===== src/rtl/control_fsm.sv =====
// Multi-cycle instruction sequencer: fetch/decode/exec/mem/writeback with a halt state.
// Define INSTR_COUNTER_EN to enable the retired-instruction counter; otherwise instr_count is tied to 0.
module control_fsm #(
   parameter int CNT_W = 16
) (
   input  logic             CLK,
   input  logic             reset,
   input  logic [3:0]       opcode,
   input  logic [1:0]       compcode,
   input  logic             mem_ready,
   output logic             irw,
   output logic             pcw,
   output logic [1:0]       pc_src,
   output logic             mem_read,
   output logic             mem_write,
   output logic             reg_write,
   output logic [1:0]       alu_op,
   output logic             branch_en,
   output logic             illegal,
   output logic             halted,
   output logic [2:0]       state,
   output logic [CNT_W-1:0] instr_count
);

   // state  | meaning
   // FETCH  | read instruction, wait for mem_ready, latch IR and PC+1
   // DECODE | route by opcode; jump, halt and illegal opcodes finish here
   // EXEC   | ALU operation or branch resolution
   // MEM    | load/store data access, waits for mem_ready
   // WB     | register file write
   // HALT   | stopped until reset
   typedef enum logic [2:0] {
      FETCH  = 3'd0,
      DECODE = 3'd1,
      EXEC   = 3'd2,
      MEM    = 3'd3,
      WB     = 3'd4,
      HALT   = 3'd5
   } state_t;

   state_t     state_q, state_d;
   logic       irw_c, pcw_c, mem_write_c, reg_write_c;
   logic       retire;

   always_ff @(posedge CLK) begin
      if (reset) state_q <= FETCH;
      else       state_q <= state_d;
   end

   always_comb begin
      state_d     = state_q;
      irw_c       = 1'b0;
      pcw_c       = 1'b0;
      pc_src      = 2'd0;
      mem_read    = 1'b0;
      mem_write_c = 1'b0;
      reg_write_c = 1'b0;
      alu_op      = 2'd0;
      branch_en   = 1'b0;
      illegal     = 1'b0;
      halted      = 1'b0;
      retire      = 1'b0;
      case (state_q)
         FETCH: begin
            mem_read = 1'b1;
            if (mem_ready) begin
               irw_c   = 1'b1;
               pcw_c   = 1'b1;
               state_d = DECODE;
            end
         end
         DECODE: begin
            if (opcode <= 4'd6) begin
               state_d = EXEC;
            end else if (opcode == 4'd7) begin
               pcw_c   = 1'b1;
               pc_src  = 2'd2;
               retire  = 1'b1;
               state_d = FETCH;
            end else if (opcode == 4'd15) begin
               retire  = 1'b1;
               state_d = HALT;
            end else begin
               illegal = 1'b1;
               state_d = FETCH;
            end
         end
         EXEC: begin
            alu_op = opcode[1:0];
            if (opcode <= 4'd3) begin
               state_d = WB;
            end else if (opcode == 4'd4 || opcode == 4'd5) begin
               state_d = MEM;
            end else if (opcode == 4'd6) begin
               branch_en = 1'b1;
               pcw_c     = 1'b1;
               pc_src    = 2'd1;
               retire    = 1'b1;
               state_d   = FETCH;
            end else begin
               state_d = FETCH;
            end
         end
         MEM: begin
            if (opcode == 4'd4) begin
               mem_read = 1'b1;
               if (mem_ready) state_d = WB;
            end else if (opcode == 4'd5) begin
               mem_write_c = 1'b1;
               if (mem_ready) begin
                  retire  = 1'b1;
                  state_d = FETCH;
               end
            end else begin
               state_d = FETCH;
            end
         end
         WB: begin
            reg_write_c = 1'b1;
            retire      = 1'b1;
            state_d     = FETCH;
         end
         HALT: begin
            halted = 1'b1;
         end
         default: state_d = FETCH;
      endcase
   end

   // Write strobes are suppressed while reset is held so nothing commits mid-reset.
   assign irw       = irw_c       & ~reset;
   assign pcw       = pcw_c       & ~reset;
   assign mem_write = mem_write_c & ~reset;
   assign reg_write = reg_write_c & ~reset;
   assign state     = state_q;

   // compcode feeds the datapath comparator; the sequencer only raises branch_en.
   logic unused_compcode;
   assign unused_compcode = ^compcode;

`ifdef INSTR_COUNTER_EN
   logic [CNT_W-1:0] count_q;

   always_ff @(posedge CLK) begin
      if (reset)       count_q <= '0;
      else if (retire) count_q <= count_q + CNT_W'(1);
   end

   assign instr_count = count_q;
`else
   logic unused_retire;
   assign unused_retire = retire;
   assign instr_count   = '0;
`endif

endmodule


===== config.mk =====
export PLATFORM = sky130hd
export DESIGN_NAME = control_fsm
export DESIGN_NICKNAME = d
export VERILOG_FILES = /design/src/rtl/control_fsm.sv
export SDC_FILE = /design/constraint.sdc
export NUM_CORES = 1
export LEC_CHECK = 0
export CORE_MARGIN = 1.5
export CORE_UTILIZATION = 35
export DETAILED_ROUTE_END_ITERATION = 12
export PLACE_DENSITY = 0.89
export SLEW_MARGIN = 20
export SYNTH_ARGS = -nofsm -noshare
export SYNTH_HDL_FRONTEND = slang
export SYNTH_SLANG_ARGS = --single-unit

===== constraint.sdc =====
create_clock -name CLK -period 3.75 [get_ports CLK]
set_input_delay 1.125 -clock CLK [delete_from_list [all_inputs] [get_ports CLK]]
set_output_delay 1.125 -clock CLK [all_outputs]
set_load 0.05 [all_outputs]

==> flow_summary.toml, run 1 <==
[status]
status = "finished clean"

[timing]
fin_worst_skew_ns = 0.00968
report.final.slew_viol_count = 0
max_slew_margin = 0.661
fmax_mhz = 274
hold_viol = 0
fin_tns_setup_ns = 0
timing.final.crit_share = 0.972
worst_slew_pin_slew_ns = 0.508
rsz0062_at_grt = "false"
finalSetupViolCount = 0
period_minus_slack_ns = 3.64

[routing]
num_vias = 574
drc = 0
wl_um = 1390
ant_nets = 0
avgRoutedWirePerCell_um = 12.5
dr.pass1.iters = 4
drt_iter0_markers = 40
vias_per_cell = 5.17

[power_and_ir_drop]
finalPower_mw = 0.222
ir_worst_vdd_mv = 0.150
powerDensity_nw_per_um2 = 258
p_leak_nw = 0.360

[global_routing]
grt_pass1_vias = 482
antenna_found_initial = 0
grt_max_degree = 15
grt_pass1_wl_um = 2260
grt-ovfl-total = 0
grt_usage = 0.165

[clocking]
cts_root_buffer = "clkbuf_4"
h-tree-depth = 1
hold_buffers = 0
clkTransAtPathRegs_ns = 0.04
clock_latency_ns = 0.25
cts-buffers-inserted = 3
cts_tree = "done"
clk_path_buf_depth = 2
cts_resized = 0
cts_setup_buffers = 0
clkSinkCount = 3

[worst_setup_path]
arrival_ns = 2.52
critical_path_required_ns = 2.62
cp-start-kind = "input port"
crit_type = "in2out"
cp-end-kind = "output pin"
path_max_fanout = 6

[die]
dieArea_um2 = 1750
die_h_um = 41.9
rows = 13
initial_utilization = 0.392
core_um2 = 1350
ios = 40
die_width_um = 41.9

[layout]
num-nets-final = 106
n_antenna_cell = 0
final_layout_size_suffix_gt1_frac = 0.271
largest_register_ffs = 3
syn2layout_area_growth_pct = 62.6

[synthesis]
yosysMostFrequentCell = "buf_4"
synth_cell_types = 34
synth.top_cell.area_share = 0.241
ys.warnings.count = 0
ys_top_cells_by_area = "buf_4 24%, dfxtp_1 11%, nand2b_1 5.9%"
avgSynthCellArea_um2 = 7.45
synth.cell_area_um2 = 529
synth_ff_type = "dfxtp_1"
synth_edf_count = 0
async_flop_share = 0
synth-seq-cells = 3
synth-seq-area-share = 0.113
synth_commonest_cells = "17 x buf_4, 6 x nor2_1, 5 x nand2b_1"
yosysTopAreaCell = "buf_4"
postSynthCellCount = 71

[place]
place_congestion = 0.888
port_buffers = 21
dp_hpwl_um = 1050

[hold_path]
hp-class = "reg2reg"

[job]
cap_violations = 0
[per-layer routing]
metal	up-vias	share of wire	track usage
met3	3	0.099	0.0391
met4	0	0.017	0.0774
met2	39	0.50	0.269
met5	-	0	0
met1	262	0.38	0.203
li1	270	-	-
[path summary, 6_finish.rpt]
check	startpoint	end	slack [ns]	cells past startpoint
setup / recovery	opcode[3]	mem_write	0.11	4
setup reg to reg	state[0]	state[2]	2.25	4
hold / removal	state[2]	state[1]	0.68	1
hold reg to reg	state[2]	state[1]	0.68	1
[placed cells by master, fill, tap and decap left out, types with 2 or more instances in the layout]
master,n
conb_1,16
buf_12,11
clkdlybuf4s50_1,8
nor2_1,6
nand2b_1,5
buf_4,4
a21oi_1,3
nor3_1,3
clkbuf_4,3
dfxtp_1,3
nor3b_2,2
and2_1,2
nand2_1,2
o21ai_0,2
dlymetal6s2s_1,2
[report_power, final]
part / internal [mW] / switching, mW / total [mW] / leakage, nW
Sequential: 0.0338 / 0.00662 / 0.0404 / 0.0245
Combinational: 0.0375 / 0.0808 / 0.118 / 0.320
Clock: 0.0403 / 0.0230 / 0.0632 / 0.0150
Total: 0.112 / 0.110 / 0.222 / 0.360
[through the flow]
stage / cell area [um2] / hold WS [ns] / std cells / util / setup WS, ns
after detailed placement: 830 / 0.681 / 107 / 0.614 / 0.0594
final: 861 / 0.681 / 111 / 0.638 / 0.106
after global routing: 861 / 0.719 / 111 / 0.638 / 0.0497
after CTS: 856 / 0.685 / 111 / 0.634 / 0.0412
after global placement: 830 / 0.652 / 107 / 0.614 / 0.0720
after floorplan: 611 / 0.886 / 86 / - / 0.0538
[layout make-up]
type / instances / area [um2]
inverters: 2 / 10.0
clock buffers: 4 / 26.3
well taps: 15 / 18.8
multi-input cells: 62 / 390
flip-flops and latches: 3 / 60.1
fillers: 111 / 489
repair buffers: 25 / 355
[cells by family after synthesis]
| kind of cell | Yosys count | synth area share |
|---|---|---|
| other | 1 | 0.00709 |
| AND/OR/NAND/NOR | 31 | 0.383 |
| AO/OA/AOI/OAI | 15 | 0.194 |
| flip-flops | 3 | 0.113 |
| buffers and inverters | 21 | 0.303 |
[critical path: stages]
cell and delay (ns):
clkdlybuf4s50_1 0.48, and4bb_4 0.41, nor4b_2 0.31, buf_12 0.18
(Power assumes the default switching activity.)
==> run 2: changes to the inputs <==
- GPL_TIMING_DRIVEN: not set -> 0
==> run 2 against run 1 <==
Compared with the run above: design area shrank 0.44%; routed wire length shrank 9.8%; first-iteration DRC count shrank 78%; critical path depth is the same; utilization shrank 0.28 points; register-to-register slack gained 0.13 ns; largest power group unchanged; worst hold slack lost 0.088 ns; sequential share of layout area is essentially flat; die area is the same; clock-buffer cell count is the same; global-route usage shrank 1.1 points; fmax shrank 0.16%.
==> flow_summary.toml, run 2 (synthesis gave the netlist of run 1 again) <==
[status]
status = "finished clean"

[timing]
fin_worst_skew_ns = 0.00437
finalWorstSetupSlack_ns = 0.0999
finalSetupViolCount = 0
timing.final.crit_share = 0.973
report.final.slew_viol_count = 0
fmax_mhz = 274
rsz0062_at_grt = "false"
period_minus_slack_ns = 3.65
fin_tns_setup_ns = 0
hold_viol = 0

[job]
cap_violations = 0

[routing]
drt_iter0_markers = 9
ant_nets = 0
avgRoutedWirePerCell_um = 9.96
drc = 0
wl_um = 1260
vias_per_cell = 4.64
num_vias = 585
dr.pass1.iters = 4

[die]
rows = 13
initial_utilization = 0.392
dieArea_um2 = 1750
die_h_um = 41.9
ios = 40
core_um2 = 1350
die_width_um = 41.9

[place]
pre_cts_slack_ns = -0.807
port_buffers = 21
place_congestion = 0.865
dp_hpwl_um = 1020
placedInstanceArea_um2 = 840
dp.cells = 122

[worst_setup_path]
crit_path_max_incr_delay_ns = 0.52
cp-end-kind = "output pin"
crit_chain = "clkdlybuf4s50_1 -> nor2_1 -> and3_1 -> clkdlybuf4s15_1"
path_max_fanout = 6
critical_path_required_ns = 2.62
arrival_ns = 2.53
cp-start-kind = "input port"
worst_path_max_delay_cell = "clkdlybuf4s50_1"
crit_type = "in2out"

[layout]
multi_input_area_um2 = 403
design_area_um2 = 857
final_cell_mix = "18 x buf_4, 16 x conb_1, 7 x clkdlybuf4s50_1, 6 x nor2_1"
n_fill_cell = 131
syn2layout_area_growth_pct = 61.9
final_util = 0.635
final_layout_size_suffix_gt1_frac = 0.342
n_antenna_cell = 0
seq_area_um2 = 60.1
num-nets-final = 121
stdcell_count = 126
largest_register_ffs = 3
mostFrequentLayoutCell = "buf_4"

[clocking]
clkTransAtPathRegs_ns = 0.04
cts_root_buffer = "clkbuf_4"
h-tree-depth = 1
clkSinkCount = 3
clock_latency_ns = 0.23
hold_buffers = 0
clk_path_buf_depth = 2
cts-buffers-inserted = 3
cts_tree = "done"

[power_and_ir_drop]
ir_worst_vdd_mv = 0.224
powerDensity_nw_per_um2 = 249
p_leak_nw = 0.407

[global_routing]
grt_pass1_wl_um = 2170
antenna_found_initial = 0
grt_max_degree = 11
grt_usage = 0.154
grt-ovfl-total = 0
grt_pass1_vias = 507

[hold_path]
hp-class = "reg2reg"
-- run 2: changes by cell type in the layout (fill, tap and decap cells not counted), moves of 2 or more --
cell	before	now
buf_4	4	18
buf_12	11	0
dlygate4sd2_1	0	5
buf_2	0	2
buf_6	0	2
clkdlybuf4s15_2	0	2
-- run 2: area by class of cell --
cell class | count | share of cell area
buffer | 19 | 0.175
clock buffer | 4 | 0.0307
tap | 15 | 0.0219
timing repair buffer | 21 | 0.220
inverter | 2 | 0.0117
sequential | 3 | 0.0701
multi-input combinational | 62 | 0.470
-- run 2: layer usage --
metal	up-vias	track usage	share of wire
li1	305	-	-
met1	252	0.197	0.42
met2	28	0.250	0.50
met3	0	0.0478	0.086
met4	0	0.0387	0
met5	-	0	0
-- run 2: where the power goes --
part           total (mW)  internal, mW  switching, mW
sequential         0.0360        0.0338        0.00213
combinational       0.122        0.0377         0.0843
clock              0.0551        0.0398         0.0153
-- run 2: stage by stage --
stage,power (mW),hold WS [ns]
detailed placement,0.160,0.598
floorplan,0.134,0.886
global route,0.228,0.647
global placement,0.159,0.588
CTS,0.213,0.598
finish,0.213,0.593
-- run 2: critical path, delay by kind of cell --
kind	cells	cell delay, ns
buffers and inverters	2	1.01
AND/OR/NAND/NOR	2	0.39
-- run 2: what timing repair did --
action,CTS,global route
resized for setup,37,6
buffers inserted,0,0
setup endpoints to repair,11,7
-- run 2: path summary, 6_finish.rpt --
| path | start | endpoint | slack (ns) | depth (start not counted) |
|---|---|---|---|---|
| setup reg to reg | state[1] | state[2] | 2.38 | 5 |
| hold / removal | state[2] | state[1] | 0.59 | 2 |
| setup / recovery | reset | irw | 0.1 | 4 |
| hold reg to reg | state[2] | state[1] | 0.59 | 2 |
